[src/rtl/cpe_arith_pkg.sv]
// Shared arithmetic types and constants for the CPE compute datapath, plus the
// Booth/CSA sizing helpers used by int_multiplier_32.
package cpe_arith_pkg;

   localparam int DATA_W = 32;

   typedef logic signed [31:0] word_t;
   typedef logic signed [63:0] dword_t;

   // 34-bit sign-extended multiplier gives 17 radix-4 digits; the top digit is always zero
   localparam int BOOTH_DIGITS = 17;
   localparam int PP_W         = 33;
   localparam int CSA_OPERANDS = BOOTH_DIGITS + 2;
   localparam int CSA_LEVELS   = 6;
   localparam int CSA_MAX_GRP  = CSA_OPERANDS / 3;

   // Number of operands still to be summed at a given level of the 3:2 tree.
   function automatic int csa_count(input int level);
      int n;
      n = CSA_OPERANDS;
      for (int l = 0; l < level; l++) begin
         n = 2 * (n / 3) + (n % 3);
      end
      return n;
   endfunction

   // Each row carries its sign bit inverted, worth +2^(32+2k) too much; this constant takes it back.
   function automatic logic [63:0] sign_ext_const();
      logic [63:0] c;
      c = '0;
      for (int k = 0; k < BOOTH_DIGITS; k++) begin
         c = c - (64'd1 << (PP_W - 1 + 2 * k));
      end
      return c;
   endfunction

   localparam logic [63:0] SIGN_CONST = sign_ext_const();

endpackage

[src/rtl/int_multiplier_32_booth_pp_gen.sv]
// One radix-4 Booth digit: encodes a multiplier bit triplet and selects the
// matching multiple of the multiplicand as an inverted-sign partial-product row.
module booth_pp_gen
   import cpe_arith_pkg::*;
(
   input  word_t            mcand_i,
   input  logic [2:0]       triplet_i,
   output logic [PP_W-1:0]  pp_o,
   output logic             neg_o
);

   logic            one;
   logic            two;
   logic            neg;
   logic [PP_W-1:0] mag;
   logic [PP_W-1:0] sel;

   always_comb begin
      one = triplet_i[1] ^ triplet_i[0];
      two = (triplet_i[2] & ~triplet_i[1] & ~triplet_i[0]) |
            (~triplet_i[2] & triplet_i[1] & triplet_i[0]);
      neg = triplet_i[2] & ~(triplet_i[1] & triplet_i[0]);

      mag = '0;
      if (one) begin
         mag = {mcand_i[31], mcand_i};
      end else if (two) begin
         mag = {mcand_i, 1'b0};
      end

      // Negation is one's complement here; the +1 is injected by the caller at the row's LSB
      sel   = neg ? ~mag : mag;
      pp_o  = {~sel[PP_W-1], sel[PP_W-2:0]};
      neg_o = neg;
   end

endmodule

[src/rtl/int_multiplier_32.sv]
// Signed 32x32 multiplier (low 32 product bits), one-cycle registered, throughput 1.
// Define INT_MULT_OVF_EN to add the registered overflow output.
module int_multiplier_32
   import cpe_arith_pkg::*;
#(
   parameter int DATA_W = cpe_arith_pkg::DATA_W
)(
   input  logic   clk,
   input  logic   reset,
   input  logic   start,
   input  word_t  multiplier,
   input  word_t  multiplicand,
   output word_t  product,
   output logic   ready
`ifdef INT_MULT_OVF_EN
   ,
   output logic   overflow
`endif
);

   if (DATA_W != 32) begin : g_bad_width
      $error("int_multiplier_32 supports DATA_W == 32 only");
   end

   logic [34:0]     y_ext;
   logic [PP_W-1:0] pp   [BOOTH_DIGITS];
   logic            neg  [BOOTH_DIGITS];
   logic [63:0]     neg_vec;
   logic [63:0]     tree [CSA_LEVELS+1][CSA_OPERANDS];
   logic [63:0]     full;

   word_t product_q, product_d;
   logic  ready_q, ready_d;

   assign y_ext = {multiplier[31], multiplier[31], multiplier, 1'b0};

   for (genvar k = 0; k < BOOTH_DIGITS; k++) begin : g_pp
      booth_pp_gen u_pp (
         .mcand_i   (multiplicand),
         .triplet_i (y_ext[2*k+2 -: 3]),
         .pp_o      (pp[k]),
         .neg_o     (neg[k])
      );
   end

   always_comb begin
      neg_vec = '0;
      for (int k = 0; k < BOOTH_DIGITS; k++) begin
         neg_vec[2*k] = neg[k];
      end
   end

   // Carry-save reduction: 19 operands -> 2, then one carry-propagate add
   always_comb begin
      logic [63:0] a, b, c;
      int          cnt;
      int          grp;
      a   = '0;
      b   = '0;
      c   = '0;
      cnt = 0;
      grp = 0;
      for (int l = 0; l <= CSA_LEVELS; l++) begin
         for (int k = 0; k < CSA_OPERANDS; k++) begin
            tree[l][k] = '0;
         end
      end

      for (int k = 0; k < BOOTH_DIGITS; k++) begin
         tree[0][k] = {31'b0, pp[k]} << (2 * k);
      end
      tree[0][BOOTH_DIGITS]   = neg_vec;
      tree[0][BOOTH_DIGITS+1] = SIGN_CONST;

      for (int l = 0; l < CSA_LEVELS; l++) begin
         cnt = csa_count(l);
         grp = cnt / 3;
         for (int g = 0; g < CSA_MAX_GRP; g++) begin
            if (g < grp) begin
               a = tree[l][3*g];
               b = tree[l][3*g+1];
               c = tree[l][3*g+2];
               tree[l+1][2*g]   = a ^ b ^ c;
               tree[l+1][2*g+1] = ((a & b) | (a & c) | (b & c)) << 1;
            end
         end
         for (int r = 0; r < 2; r++) begin
            if (3 * grp + r < cnt) begin
               tree[l+1][2*grp+r] = tree[l][3*grp+r];
            end
         end
      end

      full = tree[CSA_LEVELS][0] + tree[CSA_LEVELS][1];
   end

`ifdef INT_MULT_OVF_EN
   logic ovf_q, ovf_d;
   logic ovf_full;

   assign ovf_full = ~((&full[63:31]) | ~(|full[63:31]));
   assign overflow = ovf_q;
`else
   logic unused_hi;
   assign unused_hi = ^full[63:32];
`endif

   always_comb begin
      product_d = product_q;
      ready_d   = start;
      if (start) begin
         product_d = full[31:0];
      end
   end

`ifdef INT_MULT_OVF_EN
   always_comb begin
      ovf_d = ovf_q;
      if (start) begin
         ovf_d = ovf_full;
      end
   end
`endif

   // Output register stage
   always_ff @(posedge clk or negedge reset) begin
      if (!reset) begin
         product_q <= '0;
         ready_q   <= 1'b0;
`ifdef INT_MULT_OVF_EN
         ovf_q     <= 1'b0;
`endif
      end else begin
         product_q <= product_d;
         ready_q   <= ready_d;
`ifdef INT_MULT_OVF_EN
         ovf_q     <= ovf_d;
`endif
      end
   end

   assign product = product_q;
   assign ready   = ready_q;

endmodule

[config.mk]
export PLATFORM = sky130hd
export DESIGN_NAME = int_multiplier_32
export DESIGN_NICKNAME = d
export VERILOG_FILES = /design/src/rtl/cpe_arith_pkg.sv /design/src/rtl/int_multiplier_32_booth_pp_gen.sv /design/src/rtl/int_multiplier_32.sv
export SDC_FILE = /design/constraint.sdc
export NUM_CORES = 1
export LEC_CHECK = 0
export BUFFER_PORTS_ARGS = -buffer_cell sky130_fd_sc_hd__buf_2
export CAP_MARGIN = 30
export CORE_MARGIN = 2
export CORE_UTILIZATION = 48
export CTS_BUF_LIST = sky130_fd_sc_hd__clkbuf_4 sky130_fd_sc_hd__clkbuf_8
export CTS_CLUSTER_DIAMETER = 60
export DETAILED_ROUTE_END_ITERATION = 10
export SLEW_MARGIN = 25
export SYNTH_ARGS = -nofsm -noshare
export SYNTH_HDL_FRONTEND = slang
export SYNTH_HIERARCHICAL = 1
export SYNTH_SLANG_ARGS = --single-unit
[constraint.sdc]
create_clock -name clk -period 0.84 [get_ports clk]
set_input_delay 0.168 -clock clk [delete_from_list [all_inputs] [get_ports clk]]
set_output_delay 0.168 -clock clk [all_outputs]
set_load 0.01 [all_outputs]
==> results of run 1 <==
[placed cells by master, fill, tap and decap left out, types with 18 or more instances in the layout]
master	instances
sky130_fd_sc_hd__buf_12	37
sky130_fd_sc_hd__buf_2	80
sky130_fd_sc_hd__buf_4	429
sky130_fd_sc_hd__buf_6	65
sky130_fd_sc_hd__dfrtp_1	33
sky130_fd_sc_hd__fa_1	173
sky130_fd_sc_hd__fa_2	26
sky130_fd_sc_hd__ha_1	67
sky130_fd_sc_hd__ha_4	49
sky130_fd_sc_hd__inv_1	252
sky130_fd_sc_hd__inv_2	18
sky130_fd_sc_hd__mux2_2	234
sky130_fd_sc_hd__mux2_4	39
sky130_fd_sc_hd__nand2_1	25
sky130_fd_sc_hd__o31ai_2	185
sky130_fd_sc_hd__o31ai_4	60
sky130_fd_sc_hd__xnor2_1	284
sky130_fd_sc_hd__xnor2_2	29
[tightest hold or removal path: stages]
cell,delay (ps)
sky130_fd_sc_hd__buf_2,90
sky130_fd_sc_hd__buf_4,140
sky130_fd_sc_hd__buf_12,150
[flip-flops by register name, indices dropped and copies added, names as in the netlist]
signal and count:
product 32, ready 1
[layer usage]
metal  wire length, um  global-route usage [%]  up-vias
li1                  -                       -     7249
met1             23170                   30.73     7485
met2             29490                   48.06      208
met3               963                  0.9769       76
met4              1590                   7.340        0
met5                 0                       0        -
[timing repair]
item,in CTS,in global routing
endpoints found under the setup margin,65,65
cloned,2,0
hold buffers,1,0
gates resized for setup,255,71
hold endpoints to repair,33,0
pin swaps,123,50
setup buffers,90,33
[final timing paths]
check / slack, ps / end / cells after the start / startpoint
hold / removal: 280 / ready$_DFF_PN0_ / 3 / start
setup / recovery: -5380 / product[31]$_DFFE_PN0P_ / 26 / multiplier[9]
max in group asynchronous: 310 / product[11]$_DFFE_PN0P_ / 3 / reset
setup reg to reg: -70 / product[22]$_DFFE_PN0P_ / 2 / product[22]$_DFFE_PN0P_
min in group asynchronous: 340 / product[18]$_DFFE_PN0P_ / 3 / reset
hold reg to reg: 500 / product[11]$_DFFE_PN0P_ / 1 / product[11]$_DFFE_PN0P_
[metrics by stage]
step | setup slack [ps] | util, % | instance area (um^2)
global route | -5590 | 62.20 | 25910
detailed placement | -5938 | 55.80 | 23250
floorplan | -5427 | - | 20860
global placement | -5834 | 55.80 | 23250
CTS | -5426 | 60.74 | 25310
finish | -5376 | 62.20 | 25920
[cell type report]
class | count | area share (%)
clock buffers | 6 | 0.2945
well taps | 539 | 2.602
flip-flops and latches | 33 | 3.186
diodes | 1 | 0.009656
repair buffers | 621 | 20.31
clock inverters | 2 | 0.03862
inverters | 270 | 3.911
multi-input cells | 1397 | 69.65
==> results.txt, run 1 <==
----------------------------------------------------
[STA]
  Final worst hold slack ... between 200 and 300 ps
  Worst clock skew on the final layout ... 0 ps
  Final-layout setup total negative slack ... -139200 ps
  Headroom to the max-slew limit ... -51.19%
  Worst-case setup margin in the final layout ... -5376 ps
  Count of endpoints failing setup in the final report ... 65
  Final Max Slew Viols ... 32
  Maximum achievable frequency ... about 160 MHz
  Slew of the pin with the lowest slew margin ... about 2300 ps
  Period minus WS final ... about 6200 ps
  Hold violation total from the final report ... 0
  RSZ-0062 raised after global routing ... true
  Share of the clock period used by the worst path ... 739.9%

[Status]
  Result of the run ... complete, but fails checks
  Failing checks ... max-slew violations, negative setup slack

[Placement]
  Half-perimeter wire length of the detailed placement result ... roughly 46000 um
  Buffers on Ports ... 99
  Placer's final routability congestion estimate ... between 0.9 and 1
  Total placed cells including tap cells ... 2739

[Layout]
  Multi-input logic area ... approximately 18000 um^2
  Fraction of final layout cells sized beyond drive strength 1 ... about three fifths
  Sequential standard cell area ... 825.8 um^2
  Number of fill cells in the layout ... ~3400
  Post-synthesis to final-layout area growth ... 28.82%
  Finished Layout Cells ... about 2900
  Total Nets Final ... around 2700

[Critical path]
  Setup CP Type ... input port to flip-flop
  Largest delay share family, worst path ... adder cells
  Crit path max fanout ... 5
  Worst EP arrival ... 6420 ps
  Critical Path End Type ... flip-flop
  Slowest cell delay on critical path ... ~560 ps
  Cell at the slowest stage of the critical path ... sky130_fd_sc_hd__fa_1
  Crit path top cell by count ... sky130_fd_sc_hd__fa_1
  Startpoint type of the worst setup path ... input port
  Worst Path Buf+Inv ... 7
  Worst path required time ... roughly 1000 ps

[Route]
  Mean routed wirelength per cell ... 19.25 um
  Routed via count ... between 15000 and 20000
  Number of remaining DRC errors ... 0
  Detail Route Antenna Nets ... 0
  Initial DRC Count ... 479
  Final routed wirelength across all metal layers ... between 50000 and 60000 um
  Number of iterations in the first detailed-routing pass ... 5
  Number of vias per cell after detailed routing ... ~5.2

[Clock network]
  Clock-pin slew on the worst setup and hold paths ... 70 ps
  Clock latency reported for the late side of the worst-skew pair ... ~310 ps
  Master cell of the clock root buffer ... sky130_fd_sc_hd__clkbuf_8
  Clock tree from TritonCTS ... done
  Sinks on the clock net ... 33
  Number of levels in the clock H-tree ... 2
  Number of buffers added by the clock tree synthesis step ... 5
  Clock buffer depth ... 2

[Synth]
  Post-synthesis instance area ... slightly above 20000 um^2
  Count of synthesis-stage warnings from yosys ... 6
  Gate count after technology mapping ... about 1900
  Average cell area after synthesis ... 10.43 um^2

[Floorplanning]
  Starting density of the core ... between 40% and 50%
  DIE AREA ... between 40000 and 50000 um^2
  Row Count ... 75
  Area of the core ... about 42000 um^2
  Die span in y ... 208.7 um
  Die extent in x ... between 200 and 250 um
  Number of I/O pins ... 100

[Global route]
  Aggregate global-route resource usage ... around a quarter
  Number of antenna violations at the first check in global routing ... 1
  Vias in the first global route ... between 15000 and 20000
  Largest net degree at the start of global routing ... 34
  Global-route wire length before repair ... roughly 88000 um
  Remaining Overflow, GRT ... 0

[Job]
  Max_cap viols ... 0

[Worst hold path]
  Hold WC Path Type ... input port to flip-flop

----------------------------------------------------
Power of run 1 is not shown: default switching activity piles up to over one toggle a cycle in this logic, so the estimate is an artifact.
==> inputs of run 2 (changes only) <==
--- a/config.mk
+++ b/config.mk
@@ -5,6 +5,7 @@
 export SDC_FILE = /design/constraint.sdc
 export NUM_CORES = 1
 export LEC_CHECK = 0
+export ABC_AREA = 1
 export BUFFER_PORTS_ARGS = -buffer_cell sky130_fd_sc_hd__buf_2
 export CAP_MARGIN = 30
 export CORE_MARGIN = 2
==> constraint.sdc (replaced) <==
create_clock -name clk -period 0.84 [get_ports clk]
set_input_delay 0.126 -clock clk [delete_from_list [all_inputs] [get_ports clk]]
set_output_delay 0.126 -clock clk [all_outputs]
set_load 0.01 [all_outputs]
==> results.txt, run 2 <==
----------------------------------------------------
[Floorplanning]
  Row Count ... 73
  Area of the core ... between 30000 and 40000 um^2
  Starting density of the core ... 48.58%
  Die extent in x ... 204.5 um
  Die span in y ... between 200 and 250 um
  Number of I/O pins ... 100
  DIE AREA ... 41830 um^2

[Worst hold path]
  Hold WC Path Type ... input port to flip-flop
  Number of instances on the worst hold path ... 4
  Endpoint, Worst Hold ... product[0]$_DFFE_PN0P_
  Startpoint of the lowest-slack hold path ... start

[Critical path]
  Register-to-Register Setup Slack ... -50 ps
  Worst EP arrival ... around 5700 ps
  Launching point of the worst reg2reg path ... product[10]$_DFFE_PN0P_
  Startpoint type of the worst setup path ... input port
  Logic depth of the worst register-to-register path ... 4
  Worst reg2reg endpoint ... product[10]$_DFFE_PN0P_
  Setup CP Type ... input port to flip-flop
  Crit path max fanout ... 7
  Worst path required time ... between 1000 and 1500 ps
  Critical Path End Type ... flip-flop

[Layout]
  Antenna diode count ... 0
  Total Nets Final ... about 4100
  Post-synthesis to final-layout area growth ... 36.28%
  Number of flip-flops under the largest register name ... 32
  Fin util ... between 60 and 70%
  Most frequent cells in the layout ... sky130_fd_sc_hd__nand2_1 (1628), sky130_fd_sc_hd__buf_4 (374), sky130_fd_sc_hd__nand3_1 (306)
  Fin area ... between 20000 and 30000 um^2
  Fraction of final layout cells sized beyond drive strength 1 ... between 20% and 30%
  Commonest non-fill, non-tap cell in the layout ... sky130_fd_sc_hd__nand2_1

[Global route]
  Aggregate global-route resource usage ... about a third
  Vias in the first global route ... slightly above 20000
  Remaining Overflow, GRT ... 0
  Largest net degree at the start of global routing ... 34
  Global-route wire length before repair ... roughly 110000 um
  Number of antenna violations at the first check in global routing ... 0

[STA]
  Maximum achievable frequency ... between 150 and 200 MHz
  RSZ-0062 raised after global routing ... true
  Period minus WS final ... 5495 ps
  Count of endpoints failing setup in the final report ... 65
  Share of the clock period used by the worst path ... 654.1%
  Final Max Slew Viols ... 0
  Hold violation total from the final report ... 0
  Worst clock skew on the final layout ... 0 ps
  Worst-case setup margin in the final layout ... -4655 ps

[Synth]
  Count of synthesis-stage warnings from yosys ... 6
  Post-synthesis instance area ... around 19000 um^2
  Average cell area after synthesis ... approximately 5.9 um^2
  Gate count after technology mapping ... 3287

[Placement]
  DP Area ... roughly 24000 um^2
  Placer's final routability congestion estimate ... 0.9894
  Buffers on Ports ... between 90 and 100
  Half-perimeter wire length of the detailed placement result ... ~57000 um
  Setup slack after placement ... -5059 ps

[Route]
  Highest metal used ... met4
  Detail Route Antenna Nets ... 0
  Mean routed wirelength per cell ... about 17 um
  Number of remaining DRC errors ... 0
  Routed length on met3 ... 5692 um
  Number of vias per cell after detailed routing ... about 5.2
  Number of iterations in the first detailed-routing pass ... 6
  Final routed wirelength across all metal layers ... roughly 72000 um
  Sum of met2 wire segment lengths after detailed routing ... about 34000 um
  Initial DRC Count ... ~1700
  Routed via count ... 21985
  Wire length on met1 ... 29270 um

[Job]
  Max_cap viols ... 0

[Clock network]
  Clock tree from TritonCTS ... done
  Clock latency reported for the late side of the worst-skew pair ... roughly 310 ps
  Clock-pin slew on the worst setup and hold paths ... approximately 80 ps
  Number of levels in the clock H-tree ... 2
  Master cell of the clock root buffer ... sky130_fd_sc_hd__clkbuf_8
  Number of buffers added by the clock tree synthesis step ... 5
  Sinks on the clock net ... 33
  Clock buffer depth ... 2

[Status]
  Result of the run ... complete, but fails checks
  Failing checks ... negative setup slack

----------------------------------------------------
run 2: repair_timing:
action,4_1_cts,5_1_grt
hold buffers,1,1
hold endpoints to repair,33,1
resized for setup,209,271
gates cloned,6,6
setup buffers,33,56
setup endpoints to repair,65,65
pin swaps,32,131
run 2: final cells by class:
class                      instances  area, um^2
multi-input combinational       2619       17330
fill                            3606       13430
timing repair buffer             619        5794
inverter                         405        1593
sequential                        33       825.8
tap                              525       656.9
clock buffer                       7       96.34
clock inverter                     1       5.005
run 2: worst max path at each step:
stage                   startpoint                 endpoint  slack, ps  cells past startpoint
floorplan            multiplier[9]  product[26]$_DFFE_PN0P_      -4440                     28
global placement     multiplier[3]  product[29]$_DFFE_PN0P_      -5050                     25
detailed placement   multiplier[9]  product[26]$_DFFE_PN0P_      -5060                     26
CTS                 multiplier[10]  product[26]$_DFFE_PN0P_      -4660                     25
global route         multiplier[9]  product[30]$_DFFE_PN0P_      -4840                     29
finish               multiplier[2]  product[30]$_DFFE_PN0P_      -4650                     27
run 2: worst max-delay path, cell delays in order:
cell and delay (ps):
sky130_fd_sc_hd__buf_2 120, sky130_fd_sc_hd__ha_4 300, sky130_fd_sc_hd__buf_6 140, sky130_fd_sc_hd__buf_6 100, sky130_fd_sc_hd__nand2_1 40, sky130_fd_sc_hd__nand2_1 80
sky130_fd_sc_hd__nand2_1 60, sky130_fd_sc_hd__nand2_1 60, sky130_fd_sc_hd__nand2_2 60, sky130_fd_sc_hd__fa_2 540, sky130_fd_sc_hd__fa_1 590, sky130_fd_sc_hd__inv_2 40
sky130_fd_sc_hd__fa_2 510, sky130_fd_sc_hd__fa_1 590, sky130_fd_sc_hd__fa_1 450, sky130_fd_sc_hd__fa_1 530, sky130_fd_sc_hd__inv_2 50, sky130_fd_sc_hd__ha_4 290
sky130_fd_sc_hd__nand2_4 70, sky130_fd_sc_hd__nor2_4 110, sky130_fd_sc_hd__inv_2 60, sky130_fd_sc_hd__nor4_4 290, sky130_fd_sc_hd__nand4_1 180, sky130_fd_sc_hd__nand3_1 110
sky130_fd_sc_hd__nand2_1 60, sky130_fd_sc_hd__nand3_2 60, sky130_fd_sc_hd__nand2_1 50
run 2: metrics by stage:
stage / hold slack [ps] / setup TNS, ps / cells
after floorplan: -169.6 / -110160 / 3289
after global placement: 87.70 / -130830 / 4105
after detailed placement: 96.19 / -132140 / 4105
after CTS: 0.4708 / -121120 / 4152
after global routing: 290.3 / -128440 / 4209
final: 266.5 / -122380 / 4209
run 2: layer usage:
layer / GRT usage [%] / up-vias
met5: 0 / -
met4: 12.42 / 0
met3: 4.709 / 181
met2: 57.91 / 899
met1: 44.09 / 10220
li1: - / 10685
Power of run 2 is left out for the same reason.
